File: src/rtl/ccff_pkg.sv
// Shared types and helpers for the configuration-chain bitstream loader.
// Imported by the loader top and its byte serializer.
package ccff_pkg;

  localparam int BYTE_W = 8;

  typedef enum logic [1:0] {
    IDLE,
    FETCH,
    SHIFT,
    FINISH
  } state_e;

  // Bits shifted from the final byte of a chain of the given length
  function automatic logic [3:0] bits_in_last_byte(input int chain_len);
    int r;
    r = chain_len % BYTE_W;
    return (r == 0) ? 4'(BYTE_W) : 4'(r);
  endfunction

endpackage

File: src/rtl/ccff_bitstream_loader_serializer.sv
// Byte buffer for the loader: holds one byte and the count of its bits
// still to be shifted out MSB-first.
module ccff_byte_serializer
  import ccff_pkg::*;
(
  input  logic              clk,
  input  logic              rst,
  input  logic              load,
  input  logic              shift,
  input  logic [BYTE_W-1:0] data,
  input  logic [3:0]        load_bits,
  output logic              msb,
  output logic              next_msb,
  output logic [3:0]        bits_left,
  output logic              empty,
  output logic              last
);

  logic [BYTE_W-1:0] buf_q;

  // A load in the same cycle as the final shift replaces the byte
  always_ff @(posedge clk or posedge rst) begin
    if (rst) begin
      buf_q     <= '0;
      bits_left <= '0;
    end else if (load) begin
      buf_q     <= data;
      bits_left <= load_bits;
    end else if (shift && !empty) begin
      buf_q     <= buf_q << 1;
      bits_left <= bits_left - 4'd1;
    end
  end

  assign msb      = buf_q[BYTE_W-1];
  assign next_msb = buf_q[BYTE_W-2];
  assign empty    = (bits_left == 4'd0);
  assign last     = (bits_left == 4'd1);

endmodule

File: src/rtl/ccff_bitstream_loader.sv
// Feeds a tile configuration chain from a byte stream, MSB first,
// with an optional verify pass that checks ccff_tail against the data.
module ccff_bitstream_loader
  import ccff_pkg::*;
#(
  parameter int CHAIN_LEN = 8,
  parameter int CNT_W     = 16
) (
  input  logic              prog_clk,
  input  logic              pReset,
  input  logic              start,
  input  logic              verify,
  input  logic [7:0]        din,
  input  logic              din_valid,
  output logic              din_ready,
  output logic              ccff_head,
  output logic              ccff_clk_en,
  input  logic              ccff_tail,
  output logic              busy,
  output logic              done,
  output logic              error,
  output logic [CNT_W-1:0]  bit_cnt
);

  localparam logic [CNT_W-1:0] LEN       = CNT_W'(CHAIN_LEN);
  localparam logic [CNT_W-1:0] ONE       = CNT_W'(1);
  localparam logic [CNT_W-1:0] BYTE_LEN  = CNT_W'(BYTE_W);
  localparam logic [3:0]       LAST_BITS = bits_in_last_byte(CHAIN_LEN);

  state_e           state;
  logic             verify_r;
  logic             hs;
  logic             ser_shift;
  logic             ser_msb;
  logic             ser_next;
  logic             ser_empty;
  logic             ser_last;
  logic [3:0]       ser_left;
  logic [3:0]       load_bits;
  logic [CNT_W-1:0] cnt_next;
  logic [CNT_W-1:0] rem;

  assign hs        = din_valid && din_ready;
  assign ser_shift = (state == SHIFT) && !ser_empty;
  assign cnt_next  = ser_shift ? bit_cnt + ONE : bit_cnt;
  assign rem       = LEN - cnt_next;
  // Only the final byte of the chain can be partial
  assign load_bits = (rem > BYTE_LEN) ? 4'(BYTE_W) : LAST_BITS;

  ccff_byte_serializer u_ser (
    .clk       (prog_clk),
    .rst       (pReset),
    .load      (hs),
    .shift     (ser_shift),
    .data      (din),
    .load_bits (load_bits),
    .msb       (ser_msb),
    .next_msb  (ser_next),
    .bits_left (ser_left),
    .empty     (ser_empty),
    .last      (ser_last)
  );

  always_ff @(posedge prog_clk or posedge pReset) begin
    if (pReset) begin
      state       <= IDLE;
      verify_r    <= 1'b0;
      din_ready   <= 1'b0;
      ccff_head   <= 1'b0;
      ccff_clk_en <= 1'b0;
      busy        <= 1'b0;
      done        <= 1'b0;
      error       <= 1'b0;
      bit_cnt     <= '0;
    end else begin
      done <= 1'b0;
      unique case (state)
        IDLE: begin
          if (start) begin
            state     <= FETCH;
            verify_r  <= verify;
            bit_cnt   <= '0;
            error     <= 1'b0;
            din_ready <= 1'b1;
            busy      <= 1'b1;
          end
        end
        FETCH: begin
          if (hs) begin
            state       <= SHIFT;
            din_ready   <= 1'b0;
            ccff_head   <= din[BYTE_W-1];
            ccff_clk_en <= 1'b1;
          end
        end
        SHIFT: begin
          bit_cnt <= cnt_next;
          if (verify_r && (ccff_tail != ser_msb)) error <= 1'b1;
          if (cnt_next == LEN) begin
            state       <= FINISH;
            done        <= 1'b1;
            din_ready   <= 1'b0;
            ccff_head   <= 1'b0;
            ccff_clk_en <= 1'b0;
          end else if (ser_last) begin
            // Next byte ready on the last bit keeps the shift stream gapless
            if (hs) begin
              din_ready <= 1'b0;
              ccff_head <= din[BYTE_W-1];
            end else begin
              state       <= FETCH;
              din_ready   <= 1'b1;
              ccff_head   <= 1'b0;
              ccff_clk_en <= 1'b0;
            end
          end else begin
            ccff_head <= ser_next;
            din_ready <= (ser_left == 4'd2) && (cnt_next + ONE < LEN);
          end
        end
        FINISH: begin
          state <= IDLE;
          busy  <= 1'b0;
        end
        default: state <= IDLE;
      endcase
    end
  end

endmodule

File: config.mk
export PLATFORM = sky130hd
export DESIGN_NAME = ccff_bitstream_loader
export DESIGN_NICKNAME = d
export VERILOG_FILES = /design/src/rtl/ccff_pkg.sv /design/src/rtl/ccff_bitstream_loader_serializer.sv /design/src/rtl/ccff_bitstream_loader.sv
export SDC_FILE = /design/constraint.sdc
export NUM_CORES = 1
export LEC_CHECK = 0
export ABC_AREA = 0
export CAP_MARGIN = 30
export CORE_ASPECT_RATIO = 1.1
export CORE_UTILIZATION = 45
export DETAILED_ROUTE_END_ITERATION = 6
export GPL_TIMING_DRIVEN = 0
export PLACE_DENSITY = 0.68
export SLEW_MARGIN = 20
export SYNTH_ARGS = -nofsm -noshare
export SYNTH_HDL_FRONTEND = slang
export SYNTH_SLANG_ARGS = --single-unit
export TNS_END_PERCENT = 5
File: constraint.sdc
create_clock -name prog_clk -period 3.2 [get_ports prog_clk]
set_input_delay 0.8 -clock prog_clk [delete_from_list [all_inputs] [get_ports prog_clk]]
set_output_delay 0.8 -clock prog_clk [all_outputs]
set_load 0.01 [all_outputs]
==> reports/qor.yml, run 1 <==
run_status:
  status: "finished, final reports clean"
clock_network:
  cts_tree: "built"
  cts.sinks: 37
  clk_pin_slew_ns: 0.07
  post-cts-setup-buffers: 0
  hold_buffers: 0
  h-tree-depth: 2
  clk_path_buf_depth: 2
  cts_buffers: 5
  cts_root_buf: "clkbuf_8"
  clock_latency_ns: 0.29
  post_cts_resized: 0
synthesis:
  netlist_area_um2: 2480
  seq_area_frac_synth_pct: 37.3
  yosys_register_bits: 37
  yosysMostFrequentCell: "nand2_1"
  syn-num-nets: 303
  yosysWarnings: 0
  async_flop_share_pct: 100
  synth_top_family_by_area: "simple AND/OR/NAND/NOR gates"
  syn-instance-count: 284
  yosys-top-cells-area: "dfrtp_1, nand2_1, xnor2_1, o21ai_0, a31oi_1"
  synth_area_leader_cell: "dfrtp_1"
  synth_commonest_cells: "nand2_1, dfrtp_1, nor2_1"
  synth_top_flop_cell: "dfrtp_1"
  yosysUniqueCellTypes: 64
  synth.avg_cell_area_um2: 8.75
  synth_compound_gate_area_share_pct: 19.7
  netlist.area_leader.share_pct: 37.3
  synthXorXnorAreaFrac_pct: 4.88
  synth_edf_count: 0
  synth_fa_ha_area_share_pct: 2.52
  synth.area.mux_share_pct: 2.92
  synth-simple-area-share_pct: 26.7
flow_run:
  cap_violations: 0
global_route:
  grt_pass1_vias: 2098
  grt_max_degree: 21
  antenna_found_initial: 0
  track_usage_pct: 22.5
  grt_overflow_total: 0
  grt_pass1_wl_um: 10100
floorplan:
  start_util_pct: 46.4
  dieArea_um2: 5820
  die_x_um: 72.9
  rows: 28
  core_um2: 5360
  ioPinCount: 36
  fp.dieH_um: 79.9
setup_path:
  r2r-end: "ccff_clk_en$_DFFE_PP0P_"
  worstPathArrival_ns: 2.88
  crit_end: "ccff_clk_en$_DFFE_PP0P_"
  rr_worst_depth: 9
  critPathLaunch: "bit_cnt[1]$_DFFE_PP0P_"
  cp-start-kind: "flip-flop"
  r2r_setup_slack_ns: 0.49
  r2r-start: "bit_cnt[1]$_DFFE_PP0P_"
  worst-setup-path-type: "reg -> reg"
  crit_fanout: 8
  cp.required_ns: 3.38
  cp-end-kind: "flip-flop"
layout:
  nets: 346
  antennaDiodeCount: 0
  area_growth_pct: 22.5
  layout.cells.non_filler: 402
  seq_area_um2: 926
  drive_gt1_share_pct: 11.9
  multi_input_area_um2: 1410
  fillers: 485
place:
  dpl.cell_count: 395
  gp_congestion: 0.894
  dp_hpwl_um: 4320
  portBuffers: 35
detailed_routing:
  wirelength_um: 5930
  drt_iter0_drc: 193
  antenna_left: 0
  vias: 2264
  drtPass1Iterations: 4
  drc: 0
  avgRoutedWirePerCell_um: 14.7
  via_per_inst: 5.63
worst_hold_path:
  hold_path.class: "reg -> reg"
timing:
  min_period_ns: 2.71
  hold_viol: 0
  period_share_pct: 84.6
  setup_viol: 0
  rsz0062_at_grt: "false"
  finClkSkew_ns: 0.00495
  finalSetupTns_ns: 0
  slew_headroom_pct: 61.9
  fmax_mhz: 369
  worstMarginPinSlew_ns: 0.571
  drv_slew: 0
pwr:
  p_per_area_nw_per_um2: 496
  ir_worst_vdd_v: 0.000271
  leakage_nw: 1.19
-- critical path, cell delays in order (launching register included) --
cell and delay (ns):
dfrtp_1 0.54, ha_1 0.21, buf_4 0.15, and3b_1 0.24, nand4_2 0.20, or3_1 0.41, a211oi_2 0.30, and3_1 0.23
a31oi_1 0.12, o21ba_1 0.19
-- logic make-up (layout without fill, tap and decap cells) --
family | Yosys count | count (layout)
xor+xnor | 13 | 13
mux | 7 | 7
compound gates | 69 | 69
buf+inv | 32 | 75
flops | 37 | 37
fa+ha+maj | 5 | 5
simple gates | 121 | 121
-- area by class of cell --
| type | count | share of cell area [%] |
|---|---|---|
| inverters | 12 | 1.48 |
| multi-input cells | 215 | 46.4 |
| clock buffers | 7 | 2.84 |
| repair buffers | 36 | 12.4 |
| flip-flops and latches | 37 | 30.4 |
| well taps | 75 | 3.08 |
| plain buffers | 20 | 3.37 |
-- worst min path at each step --
stage	slack, ns	cells past startpoint	from	end
2_1_floorplan	0.46	2	verify_r$_DFFE_PP0P_	error$_DFFE_PP0P_
3_3_place_gp	0.49	1	verify_r$_DFFE_PP0P_	verify_r$_DFFE_PP0P_
3_5_place_dp	0.50	1	verify_r$_DFFE_PP0P_	verify_r$_DFFE_PP0P_
4_1_cts	0.51	1	verify_r$_DFFE_PP0P_	verify_r$_DFFE_PP0P_
5_1_grt	0.53	1	verify_r$_DFFE_PP0P_	verify_r$_DFFE_PP0P_
6_report	0.51	1	verify_r$_DFFE_PP0P_	verify_r$_DFFE_PP0P_
-- stage by stage --
step	util, %	total power [W]	setup WS, ns	hold slack [ns]	instance area [µm²]
floorplan	-	0.00101	0.826	0.465	2480
global placement	54.6	0.00117	0.512	0.489	2930
detailed placement	55.2	0.00118	0.511	0.496	2960
CTS	56.8	0.00152	0.519	0.513	3040
global route	56.8	0.00162	0.367	0.527	3040
finish	56.8	0.00151	0.492	0.511	3040
-- state kept, by name, indices dropped and copies added (netlist names), 2 cells and up --
| signal | flops |
|---|---|
| bit_cnt | 16 |
| u_ser.buf_q | 8 |
| u_ser.bits_left | 4 |
| state | 2 |
-- routing by layer --
metal  share of wire, %  vias to the layer above  track usage (%)
li1                   -                     1111                -
met1                 48                     1090             30.6
met4                1.2                        0             5.88
met3                3.9                        8             4.29
met5                  0                        -                0
met2                 47                       55             36.3
-- power by group --
part	total (W)	switching, W	internal [W]
clock network	0.000333	0.000162	0.000171
logic	0.000488	0.000248	0.000240
registers	0.000689	0.000104	0.000585
total	0.00151	0.000514	0.000996
-- cells in the final DEF (no fill, tap or decap), types with 3 or more instances in the layout --
cell type | netlist | final
clkdlybuf4s50_1 | 0 | 35
a21oi_1 | 6 | 6
buf_4 | 4 | 4
o21ai_0 | 17 | 17
mux2i_1 | 5 | 5
xnor2_1 | 10 | 10
nand4_2 | 3 | 3
and3_1 | 3 | 3
nor3_1 | 4 | 4
o31ai_1 | 3 | 3
ha_1 | 5 | 5
nor3_2 | 4 | 4
nand4_1 | 6 | 6
clkbuf_8 | 0 | 6
nor4_1 | 3 | 3
nor2_1 | 20 | 20
o211ai_1 | 4 | 4
clkbuf_1 | 10 | 11
nand3_1 | 8 | 8
a31oi_1 | 13 | 13
buf_2 | 4 | 4
dfrtp_1 | 37 | 37
and4_1 | 3 | 3
nand2_1 | 47 | 47
inv_1 | 12 | 11
No activity file was read; power rests on OpenSTA's default activity.
==> inputs of run 2 (changes only) <==
- PLACE_DENSITY: 0.68 -> 0.71
- clock period: 3.2 -> 2.25 ns (I/O delays scaled with it)
==> reports/qor.yml, run 2 (same netlist as run 1, synthesis figures left out) <==
run_status:
  status: "finished with violations"  # was finished, final reports clean
  violations: "negative setup slack"
clock_network:
  h-tree-depth: 2  # unchanged
  cts_root_buf: "clkbuf_8"  # unchanged
  cts_buffers: 5  # unchanged
  cts.sinks: 37  # unchanged
  cts_tree: "built"  # unchanged
  clk_pin_slew_ns: 0.08  # was 0.07 ns
  clk_path_buf_depth: 2  # unchanged
  clock_latency_ns: 0.29  # about the same
worst_hold_path:
  hold_path.class: "reg -> reg"  # unchanged
global_route:
  grt_pass1_wl_um: 10400  # was 10100 µm
  antenna_found_initial: 0  # unchanged
  grt_max_degree: 23  # was 21
  grt_overflow_total: 0  # unchanged
  track_usage_pct: 23.3  # was 22.5%
  grt_pass1_vias: 2220  # was 2098
detailed_routing:
  avgRoutedWirePerCell_um: 15.1  # was 14.7 µm
  drc: 0  # unchanged
  via_per_inst: 5.68  # was 5.63
  drt_iter0_drc: 171  # was 193
  wirelength_um: 6210  # was 5930 µm
  vias: 2342  # was 2264
  antenna_left: 0  # unchanged
  drtPass1Iterations: 5  # was 4
timing:
  worst_slack_ns: -0.111  # was 0.492 ns
  worstMarginPinSlew_ns: 0.508  # was 0.571 ns
  period_share_pct: 105  # was 84.6%
  min_period_ns: 2.36  # was 2.71 ns
  hold_viol: 0  # unchanged
  finClkSkew_ns: 0.00610  # was 0.00495 ns
  rsz0062_at_grt: "true"  # was false
  slew_headroom_pct: 66.1  # was 61.9%
  fmax_mhz: 424  # was 369 MHz
  setup_viol: 6  # was 0
  drv_slew: 0  # unchanged
flow_run:
  cap_violations: 0  # unchanged
setup_path:
  cp_cell_sequence: "inv_2 > ha_4 > or3b_4 > buf_6 > a2111oi_4 > a31oi_2 > nor3_2 > nand4_2 > o21ai_2 > o221ai_2"  # was ha_1 > buf_4 > and3b_1 > nand4_2 > or3_1 > a211oi_2 > and3_1 > a31oi_1 > o21ba_1
  cp-end-kind: "flip-flop"  # unchanged
  r2r_setup_slack_ns: -0.11  # was 0.49 ns
  worstPathArrival_ns: 2.53  # was 2.88 ns
  cp.required_ns: 2.42  # was 3.38 ns
  cp_slowest_stage_delay_ns: 0.40  # was 0.54 ns
  cp_num_buf_inv: 2  # was 1
  worst-setup-path-type: "reg -> reg"  # unchanged
  cp-start-kind: "flip-flop"  # unchanged
  crit_slowest_cell: "dfrtp_1"  # unchanged
  crit_family: "simple AND/OR/NAND/NOR gates"  # unchanged
  crit_fanout: 7  # was 8
layout:
  area_growth_pct: 30.0  # was 22.5%
  layout.cells.non_filler: 412  # was 402
  most-common-layout-cells: "nand2_1, dfrtp_1, clkdlybuf4s50_1, nor2_1, o21ai_0"  # unchanged
  fin_area_um2: 3230  # was 3040 µm²
  post-route-util_pct: 60.3  # was 56.8%
  antennaDiodeCount: 0  # unchanged
  final_common_cell: "nand2_1"  # unchanged
  nets: 355  # was 346
  largest_reg_flops: 16  # unchanged
  drive_gt1_share_pct: 19.0  # was 11.9%
  top_regs: "bit_cnt (16), u_ser.buf_q (8), u_ser.bits_left (4)"  # unchanged
  largest-register: "bit_cnt"  # unchanged
floorplan:
  ioPinCount: 36  # unchanged
  die_x_um: 72.9  # unchanged
  dieArea_um2: 5820  # unchanged
  core_um2: 5360  # unchanged
  rows: 28  # unchanged
  start_util_pct: 46.4  # unchanged
  fp.dieH_um: 79.9  # unchanged
place:
  dpl.cell_count: 395  # unchanged
  dp_hpwl_um: 4340  # was 4320 µm
  portBuffers: 35  # unchanged
  placed_area_um2: 2970  # was 2960 µm²
  gp_congestion: 0.873  # was 0.894
pwr:
  leakage_nw: 1.25  # was 1.19 nW
  p_per_area_nw_per_um2: 727  # was 496 nW/µm²
  ir_worst_vdd_v: 0.000486  # was 0.000271 V
run 2: cell types whose count changed in the layout (fill, tap and decap cells not counted), sizes merged:
cell | before | now
buf | 11 | 20
clkinv | 0 | 1
run 2: path summary, 6_finish.rpt:
check | start | endpoint | depth (start not counted)
max | u_ser.bits_left[0]$_DFFE_PP0P_ | ccff_head$_DFFE_PP0P_ | 10
min | verify_r$_DFFE_PP0P_ | error$_DFFE_PP0P_ | 2
max reg2reg | u_ser.bits_left[0]$_DFFE_PP0P_ | ccff_head$_DFFE_PP0P_ | 10
min reg2reg | verify_r$_DFFE_PP0P_ | error$_DFFE_PP0P_ | 2
max in group asynchronous | pReset | bit_cnt[1]$_DFFE_PP0P_ | 3
min in group asynchronous | pReset | bit_cnt[11]$_DFFE_PP0P_ | 2
run 2: repair_timing:
item                       CTS  global route
hold buffers                 0             0
setup buffers                9             0
setup endpoints to repair    6             6
pin swaps                   10             0
gates resized for setup     11             4
run 2: final cells by class:
class	instances	area, µm²
Sequential cell	37	927
Clock buffer	7	96.3
Tap cell	75	93.8
Clock inverter	1	5.00
Buffer	20	104
Fill cell	484	2130
Timing Repair Buffer	45	458
Inverter	12	45.0
Multi-Input combinational cell	215	1500
run 2: through the flow:
step / power (W) / TNS [ns] / hold WS (ns) / setup slack [ns]
4_1_cts: 0.00233 / -0.236 / 0.516 / -0.0790
2_1_floorplan: 0.00145 / -0.0181 / 0.465 / -0.0143
5_1_grt: 0.00247 / -1.03 / 0.525 / -0.229
3_3_place_gp: 0.00167 / -1.31 / 0.483 / -0.268
3_5_place_dp: 0.00169 / -1.35 / 0.496 / -0.289
6_report: 0.00235 / -0.481 / 0.515 / -0.111
run 2: where the power goes:
| group | total, W | leakage (nW) | switching [W] | internal [W] |
|---|---|---|---|---|
| sequential | 0.000973 | 0.471 | 0.000141 | 0.000831 |
| combinational | 0.000850 | 0.729 | 0.000419 | 0.000431 |
| clock | 0.000528 | 0.0542 | 0.000250 | 0.000277 |
run 2: worst min-delay path, cell delays in order (launching register included):
cell     delay [ns]
dfrtp_1        0.35
nand3_1        0.06
o21ai_0        0.07
run 2: metal layers:
layer	global-route usage, %	vias up	wire, µm
met2	37.9	93	2910
li1	-	1129	-
met1	30.4	1102	2770
met3	4.29	18	375
met5	0	-	0
met4	9.22	0	153
